===== src/rtl/uart_cmd_decoder.sv =====
// UART command decoder: parses A5-framed register-write packets, updates the
// signal-generator parameters and returns a one-byte ACK/NAK over a single-slot response path.
module uart_cmd_decoder #(
  parameter int unsigned TIMEOUT_CYCLES = 8680
) (
  input  logic        ipClk,
  input  logic        ipReset,
  input  logic [7:0]  ipRxData,
  input  logic        ipRxValid,
  output logic [7:0]  opTxData,
  output logic        opTxSend,
  input  logic        ipTxBusy,
  output logic [1:0]  opWaveSel,
  output logic [15:0] opFreqWord,
  output logic [15:0] opAmplitude,
  output logic        opUpdate,
  output logic [7:0]  opErrCount,
  output logic        opOverrun
);

  localparam int unsigned TW = (TIMEOUT_CYCLES > 1) ? $clog2(TIMEOUT_CYCLES) : 1;
  localparam logic [TW-1:0] TMO_LAST = TW'(TIMEOUT_CYCLES - 1);
  localparam logic [7:0] SYNC = 8'hA5;
  localparam logic [7:0] ACK  = 8'h06;
  localparam logic [7:0] NAK  = 8'h15;

  typedef enum logic [2:0] {WaitSync, GetAddr, GetDataH, GetDataL, GetChk} rx_state_t;
  typedef enum logic [1:0] {TxIdle, TxReq, TxRelease} tx_state_t;

  rx_state_t rx_state_q, rx_state_d;
  tx_state_t tx_state_q, tx_state_d;
  logic          prev_valid_q;
  logic [7:0]    addr_q, addr_d, dh_q, dh_d, dl_q, dl_d;
  logic [TW-1:0] tmo_q, tmo_d;
  logic [7:0]    slot_q, slot_d;
  logic          slot_full_q, slot_full_d;
  logic [7:0]    tx_data_q, tx_data_d;
  logic          tx_send_q, tx_send_d;
  logic [1:0]    wave_q, wave_d;
  logic [15:0]   freq_q, freq_d, amp_q, amp_d;
  logic          update_q, update_d;
  logic [7:0]    err_q, err_d;
  logic          overrun_q, overrun_d;

  logic       strobe, consume, rsp_push, err_inc;
  logic [7:0] rsp_byte;

  assign strobe = ipRxValid & ~prev_valid_q;

  always_comb begin
    rx_state_d = rx_state_q;
    addr_d     = addr_q;
    dh_d       = dh_q;
    dl_d       = dl_q;
    tmo_d      = tmo_q;
    wave_d     = wave_q;
    freq_d     = freq_q;
    amp_d      = amp_q;
    update_d   = 1'b0;
    err_d      = err_q;
    rsp_push   = 1'b0;
    rsp_byte   = '0;
    err_inc    = 1'b0;

    if (strobe) begin
      case (rx_state_q)
        WaitSync: if (ipRxData == SYNC) rx_state_d = GetAddr;
        GetAddr:  begin addr_d = ipRxData; rx_state_d = GetDataH; end
        GetDataH: begin dh_d = ipRxData; rx_state_d = GetDataL; end
        GetDataL: begin dl_d = ipRxData; rx_state_d = GetChk; end
        GetChk: begin
          rx_state_d = WaitSync;
          rsp_push   = 1'b1;
          if ((ipRxData == (addr_q ^ dh_q ^ dl_q)) && (addr_q < 8'd3)) begin
            rsp_byte = ACK;
            update_d = 1'b1;
            case (addr_q[1:0])
              2'd0:    wave_d = dl_q[1:0];
              2'd1:    freq_d = {dh_q, dl_q};
              default: amp_d  = {dh_q, dl_q};
            endcase
          end else begin
            rsp_byte = NAK;
            err_inc  = 1'b1;
          end
        end
        default: rx_state_d = WaitSync;
      endcase
    end

    // A strobe always restarts the inter-byte timer, so it wins over an expiring timeout.
    if (rx_state_q == WaitSync || strobe) begin
      tmo_d = '0;
    end else if (tmo_q == TMO_LAST) begin
      tmo_d      = '0;
      rx_state_d = WaitSync;
      err_inc    = 1'b1;
    end else begin
      tmo_d = tmo_q + TW'(1);
    end

    if (err_inc && err_q != 8'hFF) err_d = err_q + 8'd1;
  end

  always_comb begin
    tx_state_d  = tx_state_q;
    tx_data_d   = tx_data_q;
    tx_send_d   = tx_send_q;
    slot_d      = slot_q;
    slot_full_d = slot_full_q;
    overrun_d   = 1'b0;
    consume     = (tx_state_q == TxIdle) && slot_full_q;

    case (tx_state_q)
      TxIdle: if (slot_full_q) begin
        tx_data_d  = slot_q;
        tx_send_d  = 1'b1;
        tx_state_d = TxReq;
      end
      TxReq: if (ipTxBusy) begin
        tx_send_d  = 1'b0;
        tx_state_d = TxRelease;
      end
      TxRelease: if (!ipTxBusy) tx_state_d = TxIdle;
      default: tx_state_d = TxIdle;
    endcase

    if (consume) slot_full_d = 1'b0;
    // A slot emptied by the transmitter this cycle can take the new response directly.
    if (rsp_push) begin
      if (!slot_full_q || consume) begin
        slot_d      = rsp_byte;
        slot_full_d = 1'b1;
      end else begin
        overrun_d = 1'b1;
      end
    end
  end

  always_ff @(posedge ipClk) begin
    if (ipReset) begin
      rx_state_q   <= WaitSync;
      tx_state_q   <= TxIdle;
      prev_valid_q <= 1'b1;
      addr_q       <= '0;
      dh_q         <= '0;
      dl_q         <= '0;
      tmo_q        <= '0;
      slot_q       <= '0;
      slot_full_q  <= 1'b0;
      tx_data_q    <= '0;
      tx_send_q    <= 1'b0;
      wave_q       <= '0;
      freq_q       <= '0;
      amp_q        <= '0;
      update_q     <= 1'b0;
      err_q        <= '0;
      overrun_q    <= 1'b0;
    end else begin
      rx_state_q   <= rx_state_d;
      tx_state_q   <= tx_state_d;
      prev_valid_q <= ipRxValid;
      addr_q       <= addr_d;
      dh_q         <= dh_d;
      dl_q         <= dl_d;
      tmo_q        <= tmo_d;
      slot_q       <= slot_d;
      slot_full_q  <= slot_full_d;
      tx_data_q    <= tx_data_d;
      tx_send_q    <= tx_send_d;
      wave_q       <= wave_d;
      freq_q       <= freq_d;
      amp_q        <= amp_d;
      update_q     <= update_d;
      err_q        <= err_d;
      overrun_q    <= overrun_d;
    end
  end

  assign opTxData    = tx_data_q;
  assign opTxSend    = tx_send_q;
  assign opWaveSel   = wave_q;
  assign opFreqWord  = freq_q;
  assign opAmplitude = amp_q;
  assign opUpdate    = update_q;
  assign opErrCount  = err_q;
  assign opOverrun   = overrun_q;

endmodule

===== config.mk =====
export PLATFORM = sky130hd
export DESIGN_NAME = uart_cmd_decoder
export DESIGN_NICKNAME = d
export VERILOG_FILES = /design/src/rtl/uart_cmd_decoder.sv
export SDC_FILE = /design/constraint.sdc
export NUM_CORES = 1
export LEC_CHECK = 0
export BUFFER_PORTS_ARGS = -buffer_cell sky130_fd_sc_hd__buf_4
export CORE_ASPECT_RATIO = 1.5
export CORE_MARGIN = 1
export CORE_UTILIZATION = 56
export DETAILED_ROUTE_END_ITERATION = 8
export PLACE_DENSITY_LB_ADDON = 0.15
export SLEW_MARGIN = 25
export SYNTH_ARGS = -nofsm -noshare
export SYNTH_HDL_FRONTEND = slang
export SYNTH_SLANG_ARGS = --single-unit

===== constraint.sdc =====
create_clock -name ipClk -period 2.2 [get_ports ipClk]
set_input_delay 0.44 -clock ipClk [delete_from_list [all_inputs] [get_ports ipClk]]
set_output_delay 0.44 -clock ipClk [all_outputs]
set_load 0.02 [all_outputs]

==> summary.txt, run 1 <==
Hold EP = prev_valid_q
Largest net degree at the start of global routing = 34
CP required = 2.50 ns
Initial antenna violation count = 0
Final wirelength = 8650 µm
Hold crit path type = in2reg
Share of cells above drive strength 1 = 0.225
Max Root-Sink Buffers = 2
Total Routing Usage GR = 0.238
Final #Nets = 504
Initial Utilization = 0.587
Buf+Inv Stages, Crit Path = 1
DRC viols = 0
Reg-to-Reg Start = tmo_q[10]
Leakage = 2.11 nW
Tmin final = 2.27 ns
Worst-path cell chain = nor4b_2 -> nand4_1 -> nor4_4 -> o21ai_1 -> buf_12 -> or4_1 -> a21oi_1
Max Slew Vio Count = 0
TritonCTS Buffers = 9
Mapped Cells = 423
Compound-Gate Fraction of Synth Area = 0.0688
RSZ-0062 raised after global routing = true
Fin. Hold Viols = 0
Synth top area cells = dfxtp_1 47%, mux2i_1 15%, nor2_1 7.6%, xnor2_1 3.4%, xor2_1 3.0%
Post-CTS Hold Buffers = 0
Main combinational cell family by area after synthesis = simple AND/OR/NAND/NOR gates
Post-synthesis adder-cell area fraction = 0.00614
Post-Place Cell Area = 4670 µm²
Vias in the first global route = 2994
Cell Rows = 37
Reg2reg setup slack = -0.07 ns
Die W = 71.7 µm
Die height = 106 µm
Worst vdd ir = 0.464 mV
Clk_lat worst skew = 0.37 ns
Critical Path Source = tmo_q[10]
CP arrival = 2.57 ns
Maxcap violations = 0
Synth cell types = 50
Seq cells post-synth = 96
CP startpoint kind = flop
Global-route wire length before repair = 13900 µm
FF-to-FF path depth = 7
Synth Cell Area = 4080 µm²
Worst-path maximum fanout = 14
Setup Viol. Count Final = 1
DP Wirelength = 6220 µm
Port Buffers = 60
CP Class = reg2reg
Max Freq = 440 MHz
Root Buffer = clkbuf_8
CP max stage delay = 0.44 ns
Failing checks = setup timing
Post-route cell area = 4870 µm²
Crit. End Element = flop
Worst-case clock skew = 0.00961 ns
Fraction of registers with async set/reset = 0
Top Family by Delay on Critical Path = simple AND/OR/NAND/NOR gates
Fin Hold WS = 0.279 ns
1st-pass router iterations = 4
Routed len/inst = 15.1 µm
CTS Sinks = 96
Multiplexer area fraction after synthesis = 0.147
Xor/xnor share of the synthesized area = 0.0700
Cell taking the most area after synthesis = dfxtp_1
Iter 0 DRT Violations = 140
Final worst setup slack = -0.0711 ns
Avg Inst Size Synth = 9.64 µm²
Vias per inst = 5.50
Final Total Pwr = 0.00291 W
IO Pins = 65
Min-delay src = ipRxValid
ANT nets after route = 0
Clock transition at the registers of the reported paths = 0.08 ns
Reg2reg end = opErrCount[2]
Sequential fraction of the synthesis area = 0.471
Warnings from Yosys = 0
PwrDens = 598 nW/µm²
CTS tree = done
Antenna cells = 0
Vias post-DR = 3139
Die Area = 7630 µm²
WHS Path Cells = 2
Fin crit share = 1.03
Number of synthesized flops with an enable pin = 0
Crit path max-delay cell type = nor4_4
Global route overflow = 0
Synth Area in Simple Gates = 0.194
P&R area growth vs syn = 19.4%
GP Congestion = 0.857
Area of the core = 6940 µm²
Final core utilization = 0.701
Top_reg_cell synth = dfxtp_1
CTS H-tree depth = 3
Top cell type's share of synthesized area = 0.471
Status = finished with violations
## how the worst max path moves through the flow
stage                     to  slack [ns]  depth (start not counted)
6_report       opErrCount[2]       -0.07                          7
5_1_grt        opErrCount[2]       -0.17                          7
2_1_floorplan  opErrCount[6]        0.21                          8
3_5_place_dp   opErrCount[2]        0.06                          8
4_1_cts        opErrCount[2]        0.02                          7
3_3_place_gp   opErrCount[2]        0.08                          7
## logic make-up after synthesis
family	Yosys count
other cells	1
buf+inv	35
compound gates	40
mux	60
flops	96
fa+ha+maj	2
xor+xnor	31
simple gates	158
## cell usage in the layout, fill, tap and decap left out, types with 5 or more instances in the layout
cell	netlist	routed
clkbuf_8	0	9
dfxtp_1	96	95
inv_1	5	5
mux2i_1	60	60
xnor2_1	16	16
xor2_1	14	14
or3_1	5	5
nor2_1	82	82
nor3_1	8	8
nand2_1	14	14
nand3_1	12	12
o21ai_0	8	8
a21oi_1	13	13
buf_4	7	79
## synth_stat cells (all sizes together), types with 6 or more instances
library cell / instances
nand3: 12
xor2: 14
dfxtp: 96
mux2i: 60
buf: 10
o21ai: 9
nor2: 82
a21oi: 13
nor3: 10
xnor2: 16
clkbuf: 19
nand2: 14
nand4: 6
## final cells by class
| class | instances | area, µm² |
|---|---|---|
| repair buffers | 82 | 644 |
| multi-input cells | 295 | 2000 |
| flip-flops and latches | 96 | 1920 |
| clock inverters | 5 | 50.0 |
| well taps | 78 | 97.6 |
| clock buffers | 9 | 124 |
| fillers | 580 | 2080 |
| inverters | 6 | 22.5 |
## state kept, by name, summed over array words and instances, names as in the netlist, 2 cells and up
| name | count |
|---|---|
| slot_q | 3 |
| opWaveSel | 2 |
| dl_q | 8 |
| addr_q | 8 |
| tx_state_q | 2 |
| opTxData | 3 |
| rx_state_q | 3 |
| tmo_q | 14 |
| dh_q | 8 |
| opFreqWord | 16 |
| opAmplitude | 16 |
| opErrCount | 8 |
## power by group
group	switching [W]	leakage, nW	internal [W]
Combinational	0.0000611	1.24	0.0000325
Clock	0.000573	0.0945	0.000505
Sequential	0.000000557	0.774	0.00174
## per-layer routing
metal | global-route usage | share of wire | up-vias
li1 | - | - | 1574
met2 | 0.412 | 0.52 | 65
met1 | 0.272 | 0.43 | 1487
met3 | 0.0483 | 0.029 | 13
met5 | 0 | 0 | -
met4 | 0.120 | 0.023 | 0
## through the flow
stage | worst slack [ns] | setup TNS (ns) | std cells
after floorplan | 0.212 | 0 | 426
after global placement | 0.0817 | 0 | 555
after CTS | 0.0193 | 0 | 569
final | -0.0711 | -0.0711 | 571
after detailed placement | 0.0602 | 0 | 555
after global routing | -0.170 | -0.391 | 571
## what timing repair did
action                                  in CTS  in global routing
gates resized for setup                      0                  2
endpoints found under the setup margin       0                  2
setup buffers                                0                  2
Power figures use the tool's default switching activity.
==> run 2: changes to the inputs <==
==> constraint.sdc (replaced) <==
create_clock -name ipClk -period 2.38 [get_ports ipClk]
set_input_delay 0.476 -clock ipClk [delete_from_list [all_inputs] [get_ports ipClk]]
set_output_delay 0.476 -clock ipClk [all_outputs]
set_load 0.02 [all_outputs]
==> run 2 against run 1 <==
Net effect: the run now ends clean; non-clock buffer count decreased by 10; clock-buffer cell count increased by 3; first-iteration DRC count increased by 34%; sequential share of layout area increased by 0.64 points; global-route usage increased by 0.11 points; critical path depth unchanged.
==> summary.txt, run 2 (synthesized netlist as in run 1, its figures left out) <==
Place WS = 0.199 ns (+0.139 ns)
Final core utilization = 0.690 (-0.0112)
Iter 0 DRT Violations = 187 (+34%)
Fin. Hold Viols = 0 (unchanged)
Antenna cells = 0 (unchanged)
Port Buffers = 60 (unchanged)
Worst slew pin tran = 0.598 ns
Clk_lat worst skew = 0.36 ns (about the same)
Status = completed
RSZ-0062 raised after global routing = false
Initial Utilization = 0.587 (unchanged)
Filler cells = 563 (-2.9%)
Final wirelength = 8440 µm (-2.4%)
TritonCTS Buffers = 9 (unchanged)
CTS Sinks = 96 (unchanged)
Final #Nets = 494 (-2.0%)
Global route overflow = 0 (unchanged)
Max Root-Sink Buffers = 2 (unchanged)
Die Area = 7630 µm² (unchanged)
Final worst setup slack = 0.156 ns (+0.227 ns)
IO Pins = 65 (unchanged)
Clock transition at the registers of the reported paths = 0.08 ns (about the same)
Largest net degree at the start of global routing = 48 (+41%)
CP startpoint kind = flop
Global-route wire length before repair = 14000 µm (+1.0%)
Reg2reg setup slack = 0.16 ns (+0.23 ns)
DRC viols = 0 (unchanged)
Initial antenna violation count = 0 (unchanged)
Root Buffer = clkbuf_8
Area of the core = 6940 µm² (unchanged)
CTS H-tree depth = 3 (unchanged)
CP arrival = 2.51 ns (-0.06 ns)
Routed len/inst = 15.0 µm (-0.85%)
Max Freq = 450 MHz (+2.1%)
Worst-case clock skew = 0.00998 ns (+0.000374 ns)
Rel. slew slack = 0.600
Vias post-DR = 3132 (-0.22%)
CTS tree = done
Total Routing Usage GR = 0.239 (+0.00111)
CP Class = reg2reg
Setup Viol. Count Final = 0 (-1)
Die W = 71.7 µm (unchanged)
Max Slew Vio Count = 0 (unchanged)
Vias per inst = 5.57 (+1.4%)
Fin crit share = 0.935 (-0.0977)
CP required = 2.66 ns (+0.16 ns)
1st-pass router iterations = 4 (unchanged)
Commonest non-fill, non-tap cell in the layout = dfxtp_1
Hold crit path type = in2reg
Die height = 106 µm (unchanged)
Worst-path maximum fanout = 14 (unchanged)
Maxcap violations = 0 (unchanged)
PwrDens = 569 nW/µm² (-4.8%)
DP Wirelength = 6060 µm (-2.5%)
Crit. End Element = flop
Vias in the first global route = 2992 (-0.067%)
GP Congestion = 0.792 (-7.6%)
Cell Rows = 37 (unchanged)
P&R area growth vs syn = 17.5%
Most frequent cells in the layout = 95 x dfxtp_1, 82 x nor2_1, 71 x buf_4, 60 x mux2i_1, 16 x xnor2_1
Share of cells above drive strength 1 = 0.207 (-0.0185)
ANT nets after route = 0 (unchanged)
Worst vdd ir = 0.404 mV (-13%)
TNS Setup = 0 ns (+0.0711 ns)
Tmin final = 2.22 ns (-0.0467 ns)
Leakage = 2.06 nW (-2.7%)
run 2: per-stage QoR:
stage	hold slack [ns]	power (W)	cell area, µm²	instances
after floorplan	0.418	0.00170	4090	426
after global placement	0.427	0.00173	4590	546
after detailed placement	0.444	0.00173	4590	546
after CTS	0.303	0.00276	4780	561
after global routing	0.328	0.00282	4790	562
final	0.326	0.00272	4790	562
run 2: worst max-delay path, cell delays in order (launching register included):
cell     delay (ns)
dfxtp_1        0.36
nor4b_2        0.28
nand4_1        0.19
nor4_4         0.44
nor3_2         0.06
buf_4          0.20
or4_1          0.47
a21oi_1        0.15
run 2: where the power goes:
| group | switching, W | internal [W] | total (W) |
|---|---|---|---|
| clock network | 0.000525 | 0.000508 | 0.00103 |
| logic | 0.0000571 | 0.0000289 | 0.0000860 |
| registers | 0.000000484 | 0.00161 | 0.00161 |
run 2: area by class of cell:
type,instances,area [µm²],share of cell area
Tap cell,78,97.6,0.0204
Timing Repair Buffer,72,553,0.115
Inverter,6,22.5,0.00470
Clock buffer,12,145,0.0303
Clock inverter,3,42.5,0.00888
Multi-Input combinational cell,295,2000,0.419
Sequential cell,96,1920,0.402
run 2: worst paths after layout:
check	startpoint	endpoint	cells past startpoint
hold / removal	ipRxValid	prev_valid_q	2
setup reg to reg	tmo_q[9]	opErrCount[2]	7
setup / recovery	tmo_q[9]	opErrCount[2]	7
hold reg to reg	tmo_q[0]	tmo_q[0]	1
run 2: layer usage:
metal,GRT usage,part of all wire,vias to the layer above
met5,0,0,-
met4,0.126,0.026,0
met3,0.0332,0.031,15
met2,0.408,0.51,68
met1,0.285,0.43,1484
li1,-,-,1565
run 2: what timing repair did:
action | 4_1_cts | 5_1_grt
setup buffers | 0 | 1
gates resized for setup | 0 | 1
setup endpoints to repair | 0 | 1
endpoints found under the hold margin | 0 | 0
hold buffers | 0 | 0
